[config.mk]
export PLATFORM = sky130hd
export DESIGN_NAME = decode_stage_flat
export DESIGN_NICKNAME = d
export VERILOG_FILES = /design/src/rtl/cpu_pkg.sv /design/src/rtl/decode_stage_if.sv /design/src/rtl/decode_stage_reg_file.sv /design/src/rtl/decode_stage.sv /design/src/flat_wrapper.sv
export SDC_FILE = /design/constraint.sdc
export NUM_CORES = 2
export LEC_CHECK = 0
export BUFFER_PORTS_ARGS = -buffer_cell sky130_fd_sc_hd__buf_2
export CELL_PAD_IN_SITES_DETAIL_PLACEMENT = 1
export CELL_PAD_IN_SITES_GLOBAL_PLACEMENT = 1
export CORE_ASPECT_RATIO = 1.2
export CORE_MARGIN = 2
export CORE_UTILIZATION = 42
export DETAILED_ROUTE_END_ITERATION = 12
export PLACE_DENSITY = 0.67
export SLEW_MARGIN = 20
export SYNTH_ARGS = -nofsm -noshare
export SYNTH_HDL_FRONTEND = slang
export SYNTH_SLANG_ARGS = --single-unit
[constraint.sdc]
create_clock -name clk -period 2.3 [get_ports clk]
set_input_delay 0.23 -clock clk [delete_from_list [all_inputs] [get_ports clk]]
set_output_delay 0.23 -clock clk [all_outputs]
set_load 0.03 [all_outputs]
[src/rtl/cpu_pkg.sv]
// cpu_pkg: definitions shared by the decode stage and its neighbours.
//   - XLEN / NREGS / REG_AW: datapath width, register count, register index width.
//   - RV32I opcode values used for immediate selection.
//   - Encodings driven onto the fetch stage's PC_op input.
//   - Decode FSM state encodings.
package cpu_pkg;

    localparam int XLEN   = 32;
    localparam int NREGS  = 32;
    localparam int REG_AW = 5;

    localparam logic [6:0] OP_IMM = 7'h13;
    localparam logic [6:0] LOAD   = 7'h03;
    localparam logic [6:0] STORE  = 7'h23;
    localparam logic [6:0] BRANCH = 7'h63;
    localparam logic [6:0] JAL    = 7'h6F;
    localparam logic [6:0] JALR   = 7'h67;
    localparam logic [6:0] LUI    = 7'h37;
    localparam logic [6:0] AUIPC  = 7'h17;
    localparam logic [6:0] OP     = 7'h33;

    typedef enum logic [1:0] {
        PC_INC  = 2'b00,
        PC_LOAD = 2'b01,
        PC_HOLD = 2'b10
    } pc_op_e;

    typedef enum logic {
        ST_RUN  = 1'b0,
        ST_KILL = 1'b1
    } dec_state_e;

    // True when a register index refers to a real (writable) register.
    function automatic logic reg_nonzero(input logic [REG_AW-1:0] idx);
        return (idx != {REG_AW{1'b0}});
    endfunction

endpackage

[src/rtl/decode_stage_if.sv]
// decode_stage_if: the ID/EX boundary bundle produced by the decode stage.
//   master : driven by decode_stage (all id_* fields)
//   slave  : consumed by the execute stage
// A slot with id_valid=0 carries all-zero fields and is treated as a NOP.
interface decode_stage_if
    import cpu_pkg::*;
#(
    parameter int XLEN = cpu_pkg::XLEN
);
    logic            id_valid;
    logic [XLEN-1:0] id_pc;
    logic [6:0]      id_opcode;
    logic [4:0]      id_rd;
    logic [4:0]      id_rs1;
    logic [4:0]      id_rs2;
    logic [2:0]      id_funct3;
    logic [6:0]      id_funct7;
    logic [XLEN-1:0] id_imm;
    logic [XLEN-1:0] id_rs1_data;
    logic [XLEN-1:0] id_rs2_data;

    modport master (
        output id_valid, id_pc, id_opcode, id_rd, id_rs1, id_rs2,
               id_funct3, id_funct7, id_imm, id_rs1_data, id_rs2_data
    );

    modport slave (
        input  id_valid, id_pc, id_opcode, id_rd, id_rs1, id_rs2,
               id_funct3, id_funct7, id_imm, id_rs1_data, id_rs2_data
    );
endinterface

[src/rtl/decode_stage_reg_file.sv]
// reg_file: NREGS x XLEN register file, two combinational read ports and one
// write port.
//   clk, rst        : clock, asynchronous active-low reset (clears all entries)
//   we, wr_idx, wr_data      : write port, ignored for index 0
//   rd_a_idx/rd_a_data, rd_b_idx/rd_b_data : read ports
// A read of the index being written in the same cycle returns the write data,
// so an instruction decoded alongside its producer's write-back sees the new value.
module reg_file
    import cpu_pkg::*;
#(
    parameter int XLEN  = cpu_pkg::XLEN,
    parameter int NREGS = cpu_pkg::NREGS,
    parameter int AW    = $clog2(NREGS)
) (
    input  logic            clk,
    input  logic            rst,
    input  logic            we,
    input  logic [AW-1:0]   wr_idx,
    input  logic [XLEN-1:0] wr_data,
    input  logic [AW-1:0]   rd_a_idx,
    output logic [XLEN-1:0] rd_a_data,
    input  logic [AW-1:0]   rd_b_idx,
    output logic [XLEN-1:0] rd_b_data
);

    logic [XLEN-1:0] regs_r [NREGS];
    logic            wr_en_s;

    // Writes to x0 are discarded.
    assign wr_en_s = we & (wr_idx != {AW{1'b0}});

    // Register storage: cleared on reset, written on the rising edge.
    always_ff @(posedge clk or negedge rst) begin
        if (!rst) begin
            for (int i = 0; i < NREGS; i++) begin
                regs_r[i] <= {XLEN{1'b0}};
            end
        end else if (wr_en_s) begin
            regs_r[wr_idx] <= wr_data;
        end
    end

    // Read port A with x0 forced to zero and same-cycle write bypass.
    always_comb begin
        rd_a_data = {XLEN{1'b0}};
        if (rd_a_idx == {AW{1'b0}}) begin
            rd_a_data = {XLEN{1'b0}};
        end else if (wr_en_s && (wr_idx == rd_a_idx)) begin
            rd_a_data = wr_data;
        end else begin
            rd_a_data = regs_r[rd_a_idx];
        end
    end

    // Read port B with x0 forced to zero and same-cycle write bypass.
    always_comb begin
        rd_b_data = {XLEN{1'b0}};
        if (rd_b_idx == {AW{1'b0}}) begin
            rd_b_data = {XLEN{1'b0}};
        end else if (wr_en_s && (wr_idx == rd_b_idx)) begin
            rd_b_data = wr_data;
        end else begin
            rd_b_data = regs_r[rd_b_idx];
        end
    end

endmodule

[src/rtl/decode_stage.sv]
// decode_stage: RV32I instruction decode sitting between fetch and execute.
//   clk, rst            : clock, asynchronous active-low reset
//   instr_in, pc_in     : instruction and its PC from fetch
//   ex_mem_read, ex_rd  : load currently in EX and its destination (load-use check)
//   flush, flush_target : taken branch/jump resolved in EX and its target
//   wb_we, wb_rd, wb_data : register-file write-back port
//   pc_op_out, pc_load_out : combinational PC control back to fetch
//   id_bus              : registered ID/EX slot (decode_stage_if master)
// After reset and after every flush the FSM spends one cycle in KILL, dropping
// the instruction that fetch presents, since it was fetched from the wrong path.
module decode_stage
    import cpu_pkg::*;
#(
    parameter int XLEN  = cpu_pkg::XLEN,
    parameter int NREGS = cpu_pkg::NREGS
) (
    input  logic            clk,
    input  logic            rst,
    input  logic [XLEN-1:0] instr_in,
    input  logic [XLEN-1:0] pc_in,
    input  logic            ex_mem_read,
    input  logic [4:0]      ex_rd,
    input  logic            flush,
    input  logic [XLEN-1:0] flush_target,
    input  logic            wb_we,
    input  logic [4:0]      wb_rd,
    input  logic [XLEN-1:0] wb_data,
    output logic [1:0]      pc_op_out,
    output logic [XLEN-1:0] pc_load_out,
    decode_stage_if.master  id_bus
);

    dec_state_e      state_r;
    dec_state_e      state_nxt_s;
    pc_op_e          pc_op_s;
    logic [XLEN-1:0] pc_load_s;
    logic            capture_s;
    logic            hazard_s;

    logic [6:0]      opcode_s;
    logic [4:0]      rd_s;
    logic [4:0]      rs1_s;
    logic [4:0]      rs2_s;
    logic [2:0]      funct3_s;
    logic [6:0]      funct7_s;
    logic [XLEN-1:0] imm_s;
    logic [XLEN-1:0] rs1_data_s;
    logic [XLEN-1:0] rs2_data_s;

    assign opcode_s = instr_in[6:0];
    assign rd_s     = instr_in[11:7];
    assign funct3_s = instr_in[14:12];
    assign rs1_s    = instr_in[19:15];
    assign rs2_s    = instr_in[24:20];
    assign funct7_s = instr_in[31:25];

    // Load-use check ignores the instruction format, so an unused rs2 field
    // may cause a harmless extra stall.
    assign hazard_s = ex_mem_read & reg_nonzero(ex_rd) &
                      ((ex_rd == rs1_s) | (ex_rd == rs2_s));

    // Immediate generation, sign-extended from instruction bit 31.
    always_comb begin
        imm_s = {XLEN{1'b0}};
        case (opcode_s)
            OP_IMM, LOAD, JALR:
                imm_s = {{(XLEN-12){instr_in[31]}}, instr_in[31:20]};
            STORE:
                imm_s = {{(XLEN-12){instr_in[31]}}, instr_in[31:25], instr_in[11:7]};
            BRANCH:
                imm_s = {{(XLEN-12){instr_in[31]}}, instr_in[7], instr_in[30:25],
                         instr_in[11:8], 1'b0};
            LUI, AUIPC:
                imm_s = {instr_in[31:12], 12'h000};
            JAL:
                imm_s = {{(XLEN-20){instr_in[31]}}, instr_in[19:12], instr_in[20],
                         instr_in[30:21], 1'b0};
            default:
                imm_s = {XLEN{1'b0}};
        endcase
    end

    reg_file #(
        .XLEN  (XLEN),
        .NREGS (NREGS),
        .AW    (5)
    ) u_reg_file (
        .clk       (clk),
        .rst       (rst),
        .we        (wb_we),
        .wr_idx    (wb_rd),
        .wr_data   (wb_data),
        .rd_a_idx  (rs1_s),
        .rd_a_data (rs1_data_s),
        .rd_b_idx  (rs2_s),
        .rd_b_data (rs2_data_s)
    );

    // FSM state register.
    always_ff @(posedge clk or negedge rst) begin
        if (!rst) begin
            state_r <= ST_KILL;
        end else begin
            state_r <= state_nxt_s;
        end
    end

    // Next-state and PC control: flush beats hazard beats normal decode.
    always_comb begin
        state_nxt_s = state_r;
        pc_op_s     = PC_INC;
        pc_load_s   = {XLEN{1'b0}};
        capture_s   = 1'b0;
        case (state_r)
            ST_RUN: begin
                if (flush) begin
                    pc_op_s     = PC_LOAD;
                    pc_load_s   = flush_target;
                    state_nxt_s = ST_KILL;
                end else if (hazard_s) begin
                    pc_op_s     = PC_HOLD;
                end else begin
                    capture_s   = 1'b1;
                end
            end
            ST_KILL: begin
                if (flush) begin
                    pc_op_s     = PC_LOAD;
                    pc_load_s   = flush_target;
                    state_nxt_s = ST_KILL;
                end else begin
                    state_nxt_s = ST_RUN;
                end
            end
            default: begin
                state_nxt_s = ST_KILL;
            end
        endcase
    end

    // PC controls read as increment/zero while reset is held, whatever flush does.
    always_comb begin
        pc_op_out   = PC_INC;
        pc_load_out = {XLEN{1'b0}};
        if (!rst) begin
            pc_op_out   = PC_INC;
            pc_load_out = {XLEN{1'b0}};
        end else begin
            pc_op_out   = pc_op_s;
            pc_load_out = pc_load_s;
        end
    end

    // ID/EX boundary register: captures the decode or inserts an all-zero bubble.
    always_ff @(posedge clk or negedge rst) begin
        if (!rst) begin
            id_bus.id_valid    <= 1'b0;
            id_bus.id_pc       <= {XLEN{1'b0}};
            id_bus.id_opcode   <= 7'h00;
            id_bus.id_rd       <= 5'd0;
            id_bus.id_rs1      <= 5'd0;
            id_bus.id_rs2      <= 5'd0;
            id_bus.id_funct3   <= 3'd0;
            id_bus.id_funct7   <= 7'h00;
            id_bus.id_imm      <= {XLEN{1'b0}};
            id_bus.id_rs1_data <= {XLEN{1'b0}};
            id_bus.id_rs2_data <= {XLEN{1'b0}};
        end else if (capture_s) begin
            id_bus.id_valid    <= 1'b1;
            id_bus.id_pc       <= pc_in;
            id_bus.id_opcode   <= opcode_s;
            id_bus.id_rd       <= rd_s;
            id_bus.id_rs1      <= rs1_s;
            id_bus.id_rs2      <= rs2_s;
            id_bus.id_funct3   <= funct3_s;
            id_bus.id_funct7   <= funct7_s;
            id_bus.id_imm      <= imm_s;
            id_bus.id_rs1_data <= rs1_data_s;
            id_bus.id_rs2_data <= rs2_data_s;
        end else begin
            id_bus.id_valid    <= 1'b0;
            id_bus.id_pc       <= {XLEN{1'b0}};
            id_bus.id_opcode   <= 7'h00;
            id_bus.id_rd       <= 5'd0;
            id_bus.id_rs1      <= 5'd0;
            id_bus.id_rs2      <= 5'd0;
            id_bus.id_funct3   <= 3'd0;
            id_bus.id_funct7   <= 7'h00;
            id_bus.id_imm      <= {XLEN{1'b0}};
            id_bus.id_rs1_data <= {XLEN{1'b0}};
            id_bus.id_rs2_data <= {XLEN{1'b0}};
        end
    end

endmodule
[src/flat_wrapper.sv]
// flat-port wrapper written by rule: the top's interface ports become plain ports
module decode_stage_flat import cpu_pkg::*;
#(
    parameter int XLEN  = cpu_pkg::XLEN,
    parameter int NREGS = cpu_pkg::NREGS
)
  (clk, rst, instr_in, pc_in, ex_mem_read, ex_rd, flush, flush_target, wb_we, wb_rd, wb_data, pc_op_out, pc_load_out, id_bus_id_valid, id_bus_id_pc, id_bus_id_opcode, id_bus_id_rd, id_bus_id_rs1, id_bus_id_rs2, id_bus_id_funct3, id_bus_id_funct7, id_bus_id_imm, id_bus_id_rs1_data, id_bus_id_rs2_data);
  decode_stage_if #(.XLEN(XLEN)) id_bus_i ();
  input  logic clk;
  input  logic rst;
  input  logic [XLEN-1:0] instr_in;
  input  logic [XLEN-1:0] pc_in;
  input  logic ex_mem_read;
  input  logic [4:0] ex_rd;
  input  logic flush;
  input  logic [XLEN-1:0] flush_target;
  input  logic wb_we;
  input  logic [4:0] wb_rd;
  input  logic [XLEN-1:0] wb_data;
  output logic [1:0] pc_op_out;
  output logic [XLEN-1:0] pc_load_out;
  output wire logic [$bits(id_bus_i.id_valid)-1:0] id_bus_id_valid;
  output wire logic [$bits(id_bus_i.id_pc)-1:0] id_bus_id_pc;
  output wire logic [$bits(id_bus_i.id_opcode)-1:0] id_bus_id_opcode;
  output wire logic [$bits(id_bus_i.id_rd)-1:0] id_bus_id_rd;
  output wire logic [$bits(id_bus_i.id_rs1)-1:0] id_bus_id_rs1;
  output wire logic [$bits(id_bus_i.id_rs2)-1:0] id_bus_id_rs2;
  output wire logic [$bits(id_bus_i.id_funct3)-1:0] id_bus_id_funct3;
  output wire logic [$bits(id_bus_i.id_funct7)-1:0] id_bus_id_funct7;
  output wire logic [$bits(id_bus_i.id_imm)-1:0] id_bus_id_imm;
  output wire logic [$bits(id_bus_i.id_rs1_data)-1:0] id_bus_id_rs1_data;
  output wire logic [$bits(id_bus_i.id_rs2_data)-1:0] id_bus_id_rs2_data;
  assign id_bus_id_valid = id_bus_i.id_valid;
  assign id_bus_id_pc = id_bus_i.id_pc;
  assign id_bus_id_opcode = id_bus_i.id_opcode;
  assign id_bus_id_rd = id_bus_i.id_rd;
  assign id_bus_id_rs1 = id_bus_i.id_rs1;
  assign id_bus_id_rs2 = id_bus_i.id_rs2;
  assign id_bus_id_funct3 = id_bus_i.id_funct3;
  assign id_bus_id_funct7 = id_bus_i.id_funct7;
  assign id_bus_id_imm = id_bus_i.id_imm;
  assign id_bus_id_rs1_data = id_bus_i.id_rs1_data;
  assign id_bus_id_rs2_data = id_bus_i.id_rs2_data;
  decode_stage #(.XLEN(XLEN), .NREGS(NREGS)) u_core (.clk(clk), .rst(rst), .instr_in(instr_in), .pc_in(pc_in), .ex_mem_read(ex_mem_read), .ex_rd(ex_rd), .flush(flush), .flush_target(flush_target), .wb_we(wb_we), .wb_rd(wb_rd), .wb_data(wb_data), .pc_op_out(pc_op_out), .pc_load_out(pc_load_out), .id_bus(id_bus_i));
endmodule
==> impl_metrics.ini <==
[logic_synthesis]
synth-edff-count = 0
yosysTopAreaCell = dfrtp_1
ys.flop_type = dfrtp_1
ys_ff_latch = 1186
syn-num-nets = 4450
synth_mux_area_frac = 0.369
ys_types = 55
synth_compound_area_frac = 0.0481
synth-simple-area-share = 0.0577
synth_area_um2 = 61400
synth_cells = 4307
synth_top_family_by_area = multiplexers
synth_xor_xnor_area_share = 0.00285
synth_fa_ha_area_frac = 0
netlist_top_cells_area = dfrtp_1 (48%), mux2_2 (21%), mux4_2 (14%)
avgSynthCellArea_um2 = 14.3
yosysMostFrequentCell = dfrtp_1
ys_warn_count = 0
synth_top_cell_area_share = 0.483
async_flop_share = 1.00
synthTopCellsByCount = dfrtp_1 (1185), mux2_2 (1142), mux4_2 (385)
seq_area_frac_synth = 0.483

[layout]
finalNetCount = 4882
synthToLayoutAreaGrowth_pct = 19.0
design_area_um2 = 73100
drive_gt1_frac = 0.537

[timing]
final.setup.worst_slack_ns = 0.138
fmax_mhz = 462
worst_pin_slew_ns = 0.851
fin_setup_tns_ns = 0
final-hold-violation-count = 0
final.min_clock_period_ns = 2.16
setup_viol = 0
skew_ns = 0.0366
rsz0062_at_grt = false
slew_headroom = 0.424
drv_slew = 0
post-route-period-util = 0.940

[floorplan]
coreArea_um2 = 145000
die_h_um = 423
num_io_pins = 338
dieArea_um2 = 149000
die_w_um = 353
num_rows = 153
start_util = 0.423

[critical_path]
worstPathCellList = mux4_2, a22oi_1, o311ai_1, nor3_1, buf_4, nor4_1
worstSetupStartpointType = flop
cp.required_ns = 2.96
critPathTopFamily = compound AO/OA/AOI/OAI gates
worstSetupPathType = flop to flop
crit_path_max_fanout = 3
cp-end-kind = flop
critical_path_arrival_ns = 2.82
critical_path.max_stage_delay_ns = 0.46
crit_slowest_cell = mux4_2
cp_num_buf_inv = 1

[clock_tree]
cts_max_path_buffers = 3
cts_setup_buffers = 0
clk_latency_ns = 0.80
cts_tree = done
cts-buffers-inserted = 132
cts.sinks = 1186
ctsRootBufferMaster = clkbuf_16
cts.reportedPaths.clkPinSlew_ns = 0.06
htree_levels = 4

[worst_hold_path]
hold_path.class = input pin to flop

[route]
ant_nets = 0
wirelength_mm = 212
dr.pass1.iters = 6
drc = 0
drt-initial-drc-count = 3195
wire_per_inst_um = 31.3
vias = 41600
via_per_inst = 6.14

[placement]
dp_slack_ns = -0.0840
place.detailed.hpwl_mm = 138
dpl-instance-area_um2 = 67900
gp_congestion = 0.848
port_buffers = 337

[job]
cap_violations = 0

[global_route]
antenna_found_initial = 5
grt.total_usage = 0.285
grt_pass1_wl_mm = 315
first_global_vias = 45400
grt_max_degree = 119
overflow = 0

[pwr]
powerDensity_nw_per_um2 = 829
p_leak_nw = 32.2
ir_drop_v = 0.000811

[status]
status = finished clean
[registers in the layout (all words and copies together), names as in the netlist, 3 cells and up]
register / count
u_core.u_reg_file.regs_r: 1024
u_core.id_bus.id_imm: 32
u_core.id_bus.id_pc: 32
u_core.id_bus.id_rs1_data: 32
u_core.id_bus.id_rs2_data: 32
u_core.id_bus.id_funct7: 7
u_core.id_bus.id_opcode: 7
u_core.id_bus.id_rd: 5
u_core.id_bus.id_rs1: 5
u_core.id_bus.id_rs2: 5
u_core.id_bus.id_funct3: 3
[layout by cell type, fill, tap and decap left out, types with 6 or more instances in the layout]
cell type / synthesis / final
clkbuf_16: 0 / 134
mux4_2: 385 / 385
nor4_1: 13 / 13
a211oi_1: 65 / 65
o21ai_0: 66 / 66
a22oi_1: 129 / 129
buf_2: 155 / 328
nor2_1: 161 / 143
dlygate4sd3_1: 0 / 80
nand2_1: 50 / 30
mux2_2: 1142 / 1142
buf_12: 0 / 145
nor2b_1: 66 / 66
and3_1: 42 / 40
clkinv_2: 0 / 20
bufinv_16: 0 / 8
clkbuf_1: 198 / 28
buf_4: 44 / 221
nor4_2: 53 / 51
clkbuf_8: 0 / 28
xnor2_1: 6 / 6
nand2_2: 0 / 20
dfrtp_1: 1185 / 1185
nand3b_1: 8 / 8
nor3_2: 51 / 51
mux2_1: 39 / 39
nor2_4: 0 / 18
o22ai_1: 63 / 63
a21oi_1: 23 / 23
mux2i_1: 68 / 68
nand3_1: 10 / 10
and2_1: 64 / 62
o311ai_1: 62 / 62
nor3_1: 16 / 16
xor2_1: 14 / 14
[timing repair]
action | 4_1_cts | 5_1_grt
hold endpoints to repair | 1001 | 0
resized for setup | 0 | 1
hold buffers | 81 | 0
endpoints found under the setup margin | 0 | 1
[report_power, final]
part / internal [W] / switching [W] / total [W] / leakage (nW)
clock network: 0.0125 / 0.00905 / 0.0216 / 2.15
logic: 0.00695 / 0.00504 / 0.0120 / 14.7
registers: 0.0244 / 0.00262 / 0.0270 / 15.3
[per-layer routing]
metal | GRT usage | part of all wire | up-vias
met5 | 0 | 0.00026 | -
met4 | 0.116 | 0.043 | 8
met3 | 0.0518 | 0.054 | 436
met2 | 0.476 | 0.49 | 1303
met1 | 0.367 | 0.41 | 22700
li1 | - | - | 17200
[worst reg2reg max path: stages, from the launching register on]
cell	delay, ns
dfrtp_1	0.40
mux4_2	0.46
a22oi_1	0.30
o311ai_1	0.21
nor3_1	0.43
buf_4	0.20
nor4_1	0.05
[kinds of logic after synthesis]
| kind of cell | Yosys count |
|---|---|
| compound gates | 420 |
| xor+xnor | 20 |
| buf+inv | 484 |
| mux | 1634 |
| flops | 1186 |
| simple gates | 563 |
[per-stage QoR]
step	power (W)	instances	hold WS, ns	utilization
after detailed placement	0.0391	6461	0.186	0.468
after global routing	0.0631	6772	0.0543	0.504
final	0.0606	6773	0.0364	0.504
after global placement	0.0385	6461	0.186	0.468
after CTS	0.0610	6772	0.000239	0.504
after floorplan	0.0350	4307	-0.0656	-
[path summary, 6_finish.rpt]
kind / to / cells past startpoint / from / slack, ns
max: u_core.id_bus.id_rs1_data[31] / 6 / u_core.u_reg_file.regs_r[415] / 0.14
min: u_core.id_bus.id_rs2_data[3] / 3 / wb_data[3] / 0.04
max reg2reg: u_core.id_bus.id_rs1_data[31] / 6 / u_core.u_reg_file.regs_r[415] / 0.14
min reg2reg: u_core.u_reg_file.regs_r[1013] / 0 / u_core.u_reg_file.regs_r[1013] / 0.40
max in group asynchronous: u_core.u_reg_file.regs_r[197] / 4 / rst / 1.25
min in group asynchronous: u_core.id_bus.id_imm[5] / 3 / rst / 0.27
[final cells by class]
type                       count  area, µm²
multi-input combinational   2637      29600
antenna                        1       2.50
timing repair buffer         778       7060
inverter                       4       15.0
fill                       14200      72000
tap                         1937       2420
clock inverter                40        494
sequential                  1186      29700
clock buffer                 190       3840
Note: power is estimated with default switching activity, not from simulation.
